File: config.mk
export PLATFORM = sky130hd
export DESIGN_NAME = bw_mac_accum_flat
export DESIGN_NICKNAME = d
export VERILOG_FILES = /design/src/rtl/bw_mac_accum_if.sv /design/src/rtl/bw_mac_accum.sv /design/src/flat_wrapper.sv
export SDC_FILE = /design/constraint.sdc
export NUM_CORES = 1
export LEC_CHECK = 0
export CORE_ASPECT_RATIO = 1.5
export CORE_UTILIZATION = 45
export CTS_BUF_LIST = sky130_fd_sc_hd__clkbuf_8
export DETAILED_ROUTE_END_ITERATION = 16
export PLACE_DENSITY = 0.78
export SYNTH_ARGS = -nofsm -noshare
export SYNTH_HDL_FRONTEND = slang
export SYNTH_SLANG_ARGS = --single-unit
File: constraint.sdc
create_clock -name clk -period 3.35 [get_ports clk]
set_input_delay 0.335 -clock clk [delete_from_list [all_inputs] [get_ports clk]]
set_output_delay 0.335 -clock clk [all_outputs]
set_load 0.01 [all_outputs]
File: src/rtl/bw_mac_accum_if.sv
// Operand-in / result-out handshake bundle for bw_mac_accum.
// The slave modport is the accumulator; the master modport is whoever feeds it and consumes its results.
interface bw_mac_accum_if #(
    parameter int ACC_W = 16
);
    logic             in_valid;
    logic             in_ready;
    logic [4:0]       a;
    logic [3:0]       b;
    logic             out_valid;
    logic             out_ready;
    logic [ACC_W-1:0] acc_out;
    logic             sat_flag;

    modport master (
        output in_valid, a, b, out_ready,
        input  in_ready, out_valid, acc_out, sat_flag
    );

    modport slave (
        input  in_valid, a, b, out_ready,
        output in_ready, out_valid, acc_out, sat_flag
    );
endinterface

File: src/rtl/bw_mac_accum.sv
// Signed 5x4 Baugh-Wooley multiply-accumulate. It sums N_TERMS products into a saturating
// ACC_W-bit accumulator and then holds the sum on a valid/ready output until it is taken.
module bw_mac_accum #(
    parameter int ACC_W   = 16,
    parameter int N_TERMS = 8
) (
    input  logic              clk,
    input  logic              rst_n,
    input  logic              clr,
    bw_mac_accum_if.slave     bus,
    output logic              busy
);
    typedef enum logic [1:0] {IDLE, ACCUM, DRAIN, DONE} state_t;

    localparam logic [7:0]       LAST_CNT = 8'(N_TERMS - 1);
    localparam logic [ACC_W-1:0] ACC_MAX  = {1'b0, {(ACC_W-1){1'b1}}};
    localparam logic [ACC_W-1:0] ACC_MIN  = {1'b1, {(ACC_W-1){1'b0}}};

    // Baugh-Wooley array: the negative-weight partial products are inverted, and their
    // correction terms fold into the constant 2^8 + 2^4 + 2^3 (mod 2^9).
    function automatic logic [8:0] multiplier5x4(input logic [4:0] ma, input logic [3:0] mb);
        logic [8:0] p;
        p = 9'h118;
        for (int i = 0; i < 4; i++)
            for (int j = 0; j < 3; j++)
                p = p + ({8'd0, ma[i] & mb[j]} << (i + j));
        for (int j = 0; j < 3; j++)
            p = p + ({8'd0, ~(ma[4] & mb[j])} << (4 + j));
        for (int i = 0; i < 4; i++)
            p = p + ({8'd0, ~(ma[i] & mb[3])} << (3 + i));
        p = p + ({8'd0, ma[4] & mb[3]} << 7);
        return p;
    endfunction

    state_t           state, next_state;
    logic             in_ready, out_valid;
    logic             accept, done_xfer;
    logic             s1_v, s2_v;
    logic [4:0]       s1_a;
    logic [3:0]       s1_b;
    logic [8:0]       prod;
    logic [ACC_W-1:0] p_ext, s2_p;
    logic [ACC_W-1:0] acc, acc_next;
    logic [ACC_W:0]   sum_wide;
    logic             ovf;
    logic [7:0]       count;
    logic             sat_q;

    assign accept    = bus.in_valid && in_ready;
    assign done_xfer = (state == DONE) && bus.out_ready;

    assign prod  = multiplier5x4(s1_a, s1_b);
    assign p_ext = {{(ACC_W-9){prod[8]}}, prod};

    // One guard bit: overflow shows up as the top two bits of the sum disagreeing.
    assign sum_wide = {acc[ACC_W-1], acc} + {s2_p[ACC_W-1], s2_p};
    assign ovf      = sum_wide[ACC_W] != sum_wide[ACC_W-1];
    assign acc_next = !ovf ? sum_wide[ACC_W-1:0] : (sum_wide[ACC_W] ? ACC_MIN : ACC_MAX);

    // NOTE: sequential state uses <= so every register samples the pre-edge values.
    always_ff @(posedge clk or negedge rst_n) begin
        if (!rst_n) state <= IDLE;
        else        state <= next_state;
    end

    // NOTE: next_state is defaulted first so no path through the case infers a latch.
    always_comb begin
        next_state = state;
        unique case (state)
            IDLE, ACCUM: if (accept) next_state = (count == LAST_CNT) ? DRAIN : ACCUM;
            DRAIN:       if (!s1_v && !s2_v) next_state = DONE;
            DONE:        if (bus.out_ready) next_state = IDLE;
            default:     next_state = IDLE;
        endcase
        if (clr) next_state = IDLE;
    end

    always_comb begin
        in_ready  = rst_n && ((state == IDLE) || (state == ACCUM));
        out_valid = (state == DONE);
        busy      = (state != IDLE);
    end

    assign bus.in_ready  = in_ready;
    assign bus.out_valid = out_valid;
    assign bus.acc_out   = acc;
    assign bus.sat_flag  = sat_q;

    always_ff @(posedge clk or negedge rst_n) begin
        if (!rst_n) begin
            s1_v  <= 1'b0;
            s2_v  <= 1'b0;
            acc   <= '0;
            count <= '0;
            sat_q <= 1'b0;
        end else if (clr) begin
            s1_v  <= 1'b0;
            s2_v  <= 1'b0;
            acc   <= '0;
            count <= '0;
            sat_q <= 1'b0;
        end else begin
            s1_v <= accept;
            s2_v <= s1_v;
            if (done_xfer) begin
                acc   <= '0;
                count <= '0;
                sat_q <= 1'b0;
            end else begin
                if (s2_v) begin
                    acc <= acc_next;
                    if (ovf) sat_q <= 1'b1;
                end
                if (accept) count <= count + 8'd1;
            end
        end
    end

    // NOTE: operand and product registers carry no reset; their valid bits gate every use.
    always_ff @(posedge clk) begin
        if (accept) begin
            s1_a <= bus.a;
            s1_b <= bus.b;
        end
        if (s1_v) s2_p <= p_ext;
    end
endmodule
File: src/flat_wrapper.sv
// flat-port wrapper written by rule: the top's interface ports become plain ports
module bw_mac_accum_flat 
#(
    parameter int ACC_W   = 16,
    parameter int N_TERMS = 8
)
  (clk, rst_n, clr, busy, bus_in_valid, bus_a, bus_b, bus_out_ready, bus_in_ready, bus_out_valid, bus_acc_out, bus_sat_flag);
  bw_mac_accum_if #(.ACC_W(ACC_W)) bus_i ();
  input  logic clk;
  input  logic rst_n;
  input  logic clr;
  output logic busy;
  input wire logic [$bits(bus_i.in_valid)-1:0] bus_in_valid;
  input wire logic [$bits(bus_i.a)-1:0] bus_a;
  input wire logic [$bits(bus_i.b)-1:0] bus_b;
  input wire logic [$bits(bus_i.out_ready)-1:0] bus_out_ready;
  output wire logic [$bits(bus_i.in_ready)-1:0] bus_in_ready;
  output wire logic [$bits(bus_i.out_valid)-1:0] bus_out_valid;
  output wire logic [$bits(bus_i.acc_out)-1:0] bus_acc_out;
  output wire logic [$bits(bus_i.sat_flag)-1:0] bus_sat_flag;
  assign bus_i.in_valid = bus_in_valid;
  assign bus_i.a = bus_a;
  assign bus_i.b = bus_b;
  assign bus_i.out_ready = bus_out_ready;
  assign bus_in_ready = bus_i.in_ready;
  assign bus_out_valid = bus_i.out_valid;
  assign bus_acc_out = bus_i.acc_out;
  assign bus_sat_flag = bus_i.sat_flag;
  bw_mac_accum #(.ACC_W(ACC_W), .N_TERMS(N_TERMS)) u_core (.clk(clk), .rst_n(rst_n), .clr(clr), .bus(bus_i), .busy(busy));
endmodule
==> flow_metrics.tcl <==
set metrics [dict create \
    status "finished with violations" \
    violations "design-rule violations" \
    switching_power_uw 384 \
    hp-class "input pin to async pin" \
    final_common_cell "clkdlybuf4s50_1" \
    layout_common_cells "33 x clkdlybuf4s50_1, 29 x ha_1, 29 x dfrtp_1, 20 x nand2_1" \
    synthArstFlopShare_pct 61.7 \
    finalHoldViolCount 0 \
    dp_hpwl_mm 4.57 \
    antenna_cells 0 \
    drc_errors 3 \
    firstDrtPassIters 10 \
    cp_data_arrival_time_ps 3290 \
    drt_iter0_drc 187 \
    clkTransAtPathRegs_ps 90 \
    fillers 600 \
    multiInputGateArea_um2 1800 \
    seqPwrFrac_pct 44.5 \
    finalWirelength_mm 6.14 \
    cts_max_level 2 \
    syn_nets 346 \
    cts_root_buf "clkbuf_8" \
    rr_worst_depth 13 \
    grt_max_degree 30 \
    worst-path-buf-inv 4 \
    internal_power_uw 1080 \
    period_minus_slack_ps 3240 \
    ant_nets 0 \
    yosysTopAreaCell "dfrtp_1" \
    peakVddDrop_mv 0.266 \
    clkPwrFrac_pct 34.1 \
    ys_types 51 \
    synthCells 293 \
    finClkSkew_ps 9.66 \
    worst_slew_pin_slew_ps 800 \
    synth_area_leaders "dfrtp_1 23%, edfxtp_1 17%, ha_1 12%, fa_1 5.7%, xor2_1 3.3%" \
    worstSkewPairLatency_ps 300 \
    vias 2327 \
    synth_edf_count 18 \
    cp_num_cells 13 \
    post-route-cell-area_um2 3750 \
    worstPathRequired_ps 3400 \
    grt_pass1_wl_mm 10.7 \
    die_y_um 105 \
    worst_setup_path_end_kind "flop" \
    gp_congestion 0.889 \
    critPathLaunchType "flop" \
    numCtsBuffers 5 \
    holdBufCountCts 0 \
    netlist_area_um2 3160 \
    post_drt_wl_per_cell_um 14.9 \
    io_buffers 33 \
    cp_top_family "adder cells" \
    grt_overflow 0 \
    yosysWarningCount 0 \
    coreArea_um2 6850 \
    maxCapViolCount 0 \
    placed_area_um2 3580 \
    seqCellArea_um2 1270 \
    antenna_found_initial 0 \
    ys_seq_area_share_pct 40.0 \
    grt_pass1_vias 2316 \
    grt_use_total_pct 18.2 \
    die-area_um2 7380 \
    final_max_slew_viol_count 0 \
    fp-row-count 37 \
    pwr_density_cell_nw_per_um2 390 \
    critPathKind "flop to flop" \
    p_sw_share_pct 26.3 \
    cp_cell_sequence "buf_4, and2_1, ha_1, fa_1, fa_1, inv_1, ha_2, inv_2, fa_2, inv_1, a21o_1, a21oi_2, xnor2_1" \
    die_w_um 70.5 \
    synth-seq-cells 47 \
    max_stage_delay_ps 450 \
    final_util_pct 54.7 \
    crit_slowest_cell "fa_1" \
    p_leak_uw 0.00170 \
    io_pins 34 \
    critical_path_peak_fanout 4 \
    cts_sinks 47 \
    synthToLayoutAreaGrowth_pct 18.4 \
    cts_tree "built" \
    drive_above_1_share_pct 9.91 \
    min_period_over_period_pct 96.8 \
    clock_path_buffers 2 \
    fmax_mhz 308 \
    start_util_pct 46.2 \
    syn_avg_cell_area_um2 10.8 \
    fin_nets 385 \
    vias_per_cell 5.66 \
    synthFlopType "dfrtp_1" \
    setup_violations 0 \
    p_comb_share_pct 21.4 \
    maxSlewHeadroom_pct 46.5 \
    synth_top_area_share_pct 22.9 \
]
-- flip-flops by register name, summed over array words and instances, names as in the netlist --
signal and count:
u_core.bus.acc_out 16, u_core.s2_p 9, u_core.count 8, u_core.s1_a 5, u_core.s1_b 4, u_core.state 2, u_core.bus.sat_flag 1, u_core.s1_v 1
u_core.s2_v 1
-- synth_stat cells, types with 3 or more instances --
| cell | n |
|---|---|
| xnor2_1 | 11 |
| and2_1 | 14 |
| nand2_1 | 20 |
| inv_1 | 19 |
| a21o_1 | 7 |
| nor3_1 | 4 |
| nor2_1 | 19 |
| o211ai_1 | 6 |
| edfxtp_1 | 18 |
| nor2b_1 | 3 |
| nand3_1 | 6 |
| dfrtp_1 | 29 |
| a21oi_1 | 20 |
| fa_1 | 9 |
| o211a_1 | 4 |
| clkbuf_1 | 5 |
| xor2_1 | 12 |
| o21ai_0 | 7 |
| a221o_1 | 10 |
| ha_1 | 30 |
-- area by class of cell --
class | count | area share, %
tap | 78 | 2.60
timing repair buffer | 38 | 9.82
inverter | 20 | 2.00
clock inverter | 3 | 1.80
clock buffer | 5 | 1.84
multi-input combinational | 220 | 48.1
sequential | 47 | 33.8
-- metrics by stage --
step / TNS (ps) / instances / setup WS [ps] / hold WS (ps) / total power [uW]
4_1_cts: 0 / 408 / 54.1 / 505 / 1470
3_5_place_dp: 0 / 400 / 77.6 / 529 / 966
3_3_place_gp: 0 / 400 / 161 / 529 / 954
6_report: 0 / 411 / 108 / 496 / 1460
5_1_grt: -4.51 / 411 / -4.51 / 532 / 1540
2_1_floorplan: 0 / 293 / 224 / 39.4 / 877
-- routing by layer --
layer	part of all wire (%)	vias to the layer above	global-route usage [%]
met5	0	-	0
met3	3.0	9	2.51
li1	-	1139	-
met2	55	49	33.2
met4	1.9	0	6.27
met1	40	1130	21.5
-- logic make-up (layout without fill, tap and decap cells) --
group / after synthesis / count (layout) / share of synthesized area [%]
simple gates: 79 / 79 / 12.8
compound gates: 73 / 73 / 17.4
flops: 47 / 47 / 40.0
fa+ha+maj: 42 / 42 / 18.5
buf+inv: 26 / 66 / 3.32
xor+xnor: 24 / 24 / 7.24
mux: 2 / 2 / 0.672
-- worst paths after layout --
kind                                       start                     end  slack, ps
max                               u_core.s1_b[3]          u_core.s2_p[8]        110
min reg2reg                u_core.bus.acc_out[9]   u_core.bus.acc_out[9]        550
max reg2reg                       u_core.s1_b[3]          u_core.s2_p[8]        110
max in group asynchronous                  rst_n         u_core.count[7]       2570
min in group clk           u_core.bus.acc_out[9]   u_core.bus.acc_out[9]        550
min                                        rst_n  u_core.bus.acc_out[13]        500
-- power groups by stage --
stage / combinational (uW) / clock (uW) / sequential [uW]
after global routing: 352 / 529 / 654
after CTS: 307 / 509 / 650
after floorplan: 218 / 0 / 659
after detailed placement: 304 / 0 / 662
after global placement: 293 / 0 / 662
final: 312 / 497 / 650
-- timing repair --
action,in CTS,in global routing
buffers inserted,0,3
setup endpoints to repair,0,1
resized for setup,0,6
Power figures use the tool's default switching activity.
